$ cat src/rtl/tline_delay.sv
// rtl/tline_delay.sv - multi-channel fixed-delay line with arithmetic-shift loss and valid/ready handshake
// Optional feature: define TLINE_DELAY_FLUSH_EN to add the flush input (clears line contents and pointer).
module tline_delay #(
    parameter int WIDTH       = 16,
    parameter int CHANNELS    = 2,
    parameter int DEPTH       = 8,
    parameter int ATTEN_SHIFT = 0
) (
    input  logic                      clk,
    input  logic                      reset,
`ifdef TLINE_DELAY_FLUSH_EN
    input  logic                      flush,
`endif
    input  logic                      in_valid,
    output logic                      in_ready,
    input  logic [CHANNELS*WIDTH-1:0] in_data,
    output logic                      out_valid,
    input  logic                      out_ready,
    output logic [CHANNELS*WIDTH-1:0] out_data
);

    localparam int PTR_W = (DEPTH > 1) ? $clog2(DEPTH) : 1;
    localparam int DW    = CHANNELS * WIDTH;

    logic [DW-1:0]    r_buf [DEPTH];
    logic [PTR_W-1:0] r_wr_ptr;

    logic             w_xfer;
    logic [PTR_W-1:0] w_ptr_eff;
    logic [PTR_W-1:0] w_ptr_next;
    logic [DW-1:0]    w_tap;
    logic [DW-1:0]    w_atten;

    assign in_ready = !out_valid || out_ready;
    assign w_xfer   = in_valid && in_ready;

    // A flush coincident with a transfer makes that transfer see an empty line at entry 0.
`ifdef TLINE_DELAY_FLUSH_EN
    assign w_ptr_eff = flush ? '0 : r_wr_ptr;
    assign w_tap     = flush ? '0 : r_buf[r_wr_ptr];
`else
    assign w_ptr_eff = r_wr_ptr;
    assign w_tap     = r_buf[r_wr_ptr];
`endif

    assign w_ptr_next = (w_ptr_eff == PTR_W'(DEPTH - 1)) ? '0 : w_ptr_eff + 1'b1;

    for (genvar k = 0; k < CHANNELS; k++) begin : g_atten
        assign w_atten[k*WIDTH +: WIDTH] = $signed(w_tap[k*WIDTH +: WIDTH]) >>> ATTEN_SHIFT;
    end

    always_ff @(posedge clk) begin
        if (reset) begin
            for (int i = 0; i < DEPTH; i++) begin
                r_buf[i] <= '0;
            end
            r_wr_ptr  <= '0;
            out_valid <= 1'b0;
            out_data  <= '0;
        end else begin
`ifdef TLINE_DELAY_FLUSH_EN
            if (flush) begin
                for (int i = 0; i < DEPTH; i++) begin
                    r_buf[i] <= '0;
                end
                r_wr_ptr <= '0;
            end
`endif
            // The write below follows the flush clear, so the new sample survives it.
            if (w_xfer) begin
                r_buf[w_ptr_eff] <= in_data;
                r_wr_ptr         <= w_ptr_next;
                out_data         <= w_atten;
                out_valid        <= 1'b1;
            end else if (out_ready) begin
                out_valid <= 1'b0;
            end
        end
    end

endmodule

$ cat config.mk
export PLATFORM = sky130hd
export DESIGN_NAME = tline_delay
export DESIGN_NICKNAME = d
export VERILOG_FILES = /design/src/rtl/tline_delay.sv
export SDC_FILE = /design/constraint.sdc
export NUM_CORES = 1
export LEC_CHECK = 0
export CAP_MARGIN = 5
export CORE_ASPECT_RATIO = 0.9
export CORE_MARGIN = 5
export CORE_UTILIZATION = 40
export CTS_CLUSTER_DIAMETER = 60
export DETAILED_ROUTE_END_ITERATION = 8
export GPL_ROUTABILITY_DRIVEN = 0
export GPL_TIMING_DRIVEN = 0
export SYNTH_ARGS = -nofsm -noshare
export SYNTH_HDL_FRONTEND = slang
export SYNTH_SLANG_ARGS = --single-unit
export TNS_END_PERCENT = 20
$ cat constraint.sdc
create_clock -name clk -period 5.35 [get_ports clk]
set_input_delay 1.07 -clock clk [delete_from_list [all_inputs] [get_ports clk]]
set_output_delay 1.07 -clock clk [all_outputs]
set_load 0.01 [all_outputs]
==> results.py <==
metrics = {
    "synthesis": {
        "syn_inst": 970,
        "synth_top_cell_by_area": "edfxtp_1",
        "syn-num-nets": 1008,
        "synth-edff-count": 256,
        "mappedNetlistArea_sq_um": 13200,
        "synth_area_per_cell_sq_um": 13.6,
        "dominantRegCellSynth": "edfxtp_1",
        "ys_types": 27,
        "synth-seq-area-share_pct": 63.7,
        "yosysMostFrequentCell": "edfxtp_1",
        "async_flop_share_pct": 0,
        "synth.top_cell.area_share_pct": 58.3,
        "synthTopCellsByCount": "edfxtp_1, nor3_1, mux2_2",
        "synth-seq-cells": 292,
        "yosys_warnings": 0,
        "yosys-top-cells-area": "edfxtp_1, mux2_2, nor3_1",
    },
    "worst_setup_path": {
        "path_cells": "clkdlybuf4s50_1 > nor2b_1 > inv_2 > buf_1 > clkdlybuf4s50_1",
        "rrSetupSlack_ps": 2100,
        "reg2reg_to": "r_buf[5][6]$_SDFFCE_PN0P_",
        "ff2ff_path_depth": 7,
        "crit-reg2reg-launch": "r_wr_ptr[0]$_SDFFE_PP0P_",
        "slowest_delay_ps": 580,
        "crit_top_cell": "clkdlybuf4s50_1",
        "crit_path_end_kind": "output port",
        "worst_setup_path_start_kind": "input pin",
        "critPathSlowestCell": "clkdlybuf4s50_1",
        "cp_max_fo": 10,
        "arrival_ps": 3150,
        "crit_type": "in -> out",
        "required_ps": 4280,
    },
    "sta": {
        "hold_viol": 0,
        "fin_crit_ps": 4220,
        "rsz0062_at_grt": "false",
        "fmax_mhz": 237,
        "fin_tns_setup_ps": 0,
        "slew_violations": 0,
        "clock_skew_ps": 10.3,
        "relSlewSlack_pct": 32.4,
        "max_slew.worst_pin.slew_ps": 1010,
        "setup_viol": 0,
        "period_share_pct": 78.8,
    },
    "die": {
        "die_y_um": 182,
        "fp-row-count": 63,
        "die_x_um": 201,
        "core_sq_um": 32800,
        "pin_count": 70,
        "start_util_pct": 40.2,
        "dieArea_sq_um": 36700,
    },
    "flow_run": {
        "max-cap-violations": 0,
    },
    "detailed_routing": {
        "route.detailed.drc": 0,
        "drt_first_pass_iters": 6,
        "vias": 8828,
        "antenna_left": 0,
        "wire_per_inst_um": 25.1,
        "drt-vias-per-instance": 5.80,
        "wirelength_mm": 38.2,
        "first_iter_violations": 957,
    },
    "cts": {
        "insertion_delay_ps": 560,
        "cts_tree": "done",
        "post_cts_resize_count": 0,
        "post_cts_buffers": 0,
        "cts_made_buffers": 31,
        "cts_hold_buf": 0,
        "cts_buffer_depth": 3,
        "clock-sinks": 292,
        "cts-root-buf": "clkbuf_16",
        "clkTransAtPathRegs_ps": 60,
        "htreeDepth": 1,
    },
    "layout": {
        "n_fill_cell": 2958,
        "multi_input_area_sq_um": 4280,
        "final_cell_area_sq_um": 15600,
        "fin_cells": 1523,
        "syn2layout_area_growth_pct": 18.4,
        "seq_area_sq_um": 8410,
        "diodes": 0,
        "drive_gt1_share_pct": 26.9,
        "layout.nets": 1116,
    },
    "pwr": {
        "irDropWorstVdd_mv": 0.251,
        "power.share.switching_pct": 24.0,
        "clkPwrFrac_pct": 39.0,
        "p_comb_share_pct": 11.1,
        "total_power_uw": 5240,
        "switching_power_uw": 1260,
        "p_per_area_nw_per_um2": 336,
        "internal_power_uw": 3990,
        "pwr-share-seq_pct": 49.9,
        "p_leak_uw": 0.00494,
    },
    "min_path": {
        "hold_class": "reg -> reg",
        "hold_start": "out_data[2]$_SDFFE_PP0P_",
        "holdPathStages": 2,
        "whs_endpoint": "out_data[2]$_SDFFE_PP0P_",
    },
    "grt": {
        "grt.total_usage_pct": 20.3,
        "antenna_found_initial": 0,
        "gr-total-overflow": 0,
        "grt_pass1_vias": 8981,
        "grt_pass1_wl_mm": 57.1,
        "grt_max_degree": 27,
    },
    "placement": {
        "place_area_sq_um": 14700,
        "post-dp-hpwl_mm": 25.3,
        "port_buffers": 67,
        "numPlacedInstances": 1467,
    },
    "outcome": {
        "status": "finished clean",
    },
}
## layer usage
| layer | vias up | global-route usage [%] | part of all wire (%) |
|---|---|---|---|
| met4 | 0 | 5.88 | 3.2 |
| met2 | 320 | 33.1 | 46 |
| met1 | 4449 | 28.0 | 44 |
| li1 | 3984 | - | - |
| met5 | - | 0 | 0 |
| met3 | 75 | 3.73 | 6.3 |
## layout make-up
cell class | count | share of cell area (%)
Buffer | 100 | 2.99
Clock buffer | 47 | 5.67
Clock inverter | 9 | 0.417
Tap cell | 422 | 3.38
Sequential cell | 292 | 53.8
Multi-Input combinational cell | 544 | 27.4
Timing Repair Buffer | 75 | 5.46
Inverter | 34 | 0.817
## power groups by stage
stage / clock network, uW / registers [uW] / logic (uW)
floorplan: 0 / 2670 / 324
global placement: 0 / 2670 / 553
detailed placement: 0 / 2660 / 582
CTS: 2060 / 2620 / 585
global route: 2150 / 2630 / 619
finish: 2040 / 2620 / 584
## registers in the layout, indices dropped and copies added, names as in the netlist
| name | flops |
|---|---|
| r_wr_ptr | 3 |
| r_buf | 256 |
| out_valid | 1 |
| out_data | 32 |
## logic make-up after synthesis
group                    count (synthesis)  share of synthesized area [%]
AND/OR/NAND/NOR                        303                           14.2
flip-flops                             292                           63.7
buffers and inverters                  134                           4.50
multiplexers                           128                           10.9
AO/OA/AOI/OAI                          111                           6.49
adder cells (fa/ha/maj)                  2                          0.190
## metrics by stage
| stage | hold slack (ps) | setup WS (ps) | util, % |
|---|---|---|---|
| floorplan | 533 | 1200 | - |
| global placement | 512 | -681 | 43.9 |
| detailed placement | 514 | 1150 | 44.7 |
| CTS | 521 | 1150 | 47.6 |
| global route | 552 | 1060 | 47.6 |
| finish | 514 | 1130 | 47.6 |
## how the worst max path moves through the flow
stage / startpoint / end / slack [ps]
2_1_floorplan: in_valid / r_buf[2][0]$_SDFFCE_PN0P_ / 1200
3_3_place_gp: out_ready / r_buf[4][8]$_SDFFCE_PN0P_ / -680
3_5_place_dp: out_ready / in_ready / 1150
4_1_cts: out_ready / in_ready / 1150
5_1_grt: out_ready / in_ready / 1060
6_report: out_ready / in_ready / 1130
## placed cells by master, fill, tap and decap left out
master / synthesis / final
edfxtp_1: 256 / 256
nor3_1: 180 / 180
mux2_2: 128 / 128
nor3_2: 76 / 76
clkbuf_1: 62 / 73
clkdlybuf4s50_1: 0 / 67
clkinv_1: 32 / 36
a21oi_1: 36 / 36
dfxtp_1: 36 / 36
nand2_1: 33 / 33
a222oi_1: 32 / 32
a311oi_1: 32 / 32
clkbuf_16: 0 / 31
buf_2: 22 / 22
o21bai_4: 0 / 8
buf_6: 7 / 7
buf_1: 6 / 6
clkbuf_8: 0 / 5
buf_12: 0 / 5
clkinv_2: 0 / 4
nor2b_1: 3 / 3
buf_4: 3 / 3
o21ai_0: 3 / 3
buf_16: 0 / 3
inv_2: 2 / 2
or4_1: 2 / 2
nand2b_1: 2 / 2
nor2_1: 2 / 2
nand3_1: 2 / 2
ha_1: 2 / 2
nand4b_1: 1 / 1
or2_2: 1 / 1
and2_1: 1 / 1
bufinv_16: 0 / 1
## worst max-delay path, delay by kind of cell
family	cells	cell delay, ps
buffers and inverters	4	1600
AND/OR/NAND/NOR	1	470
No activity file was read; power rests on OpenSTA's default activity.
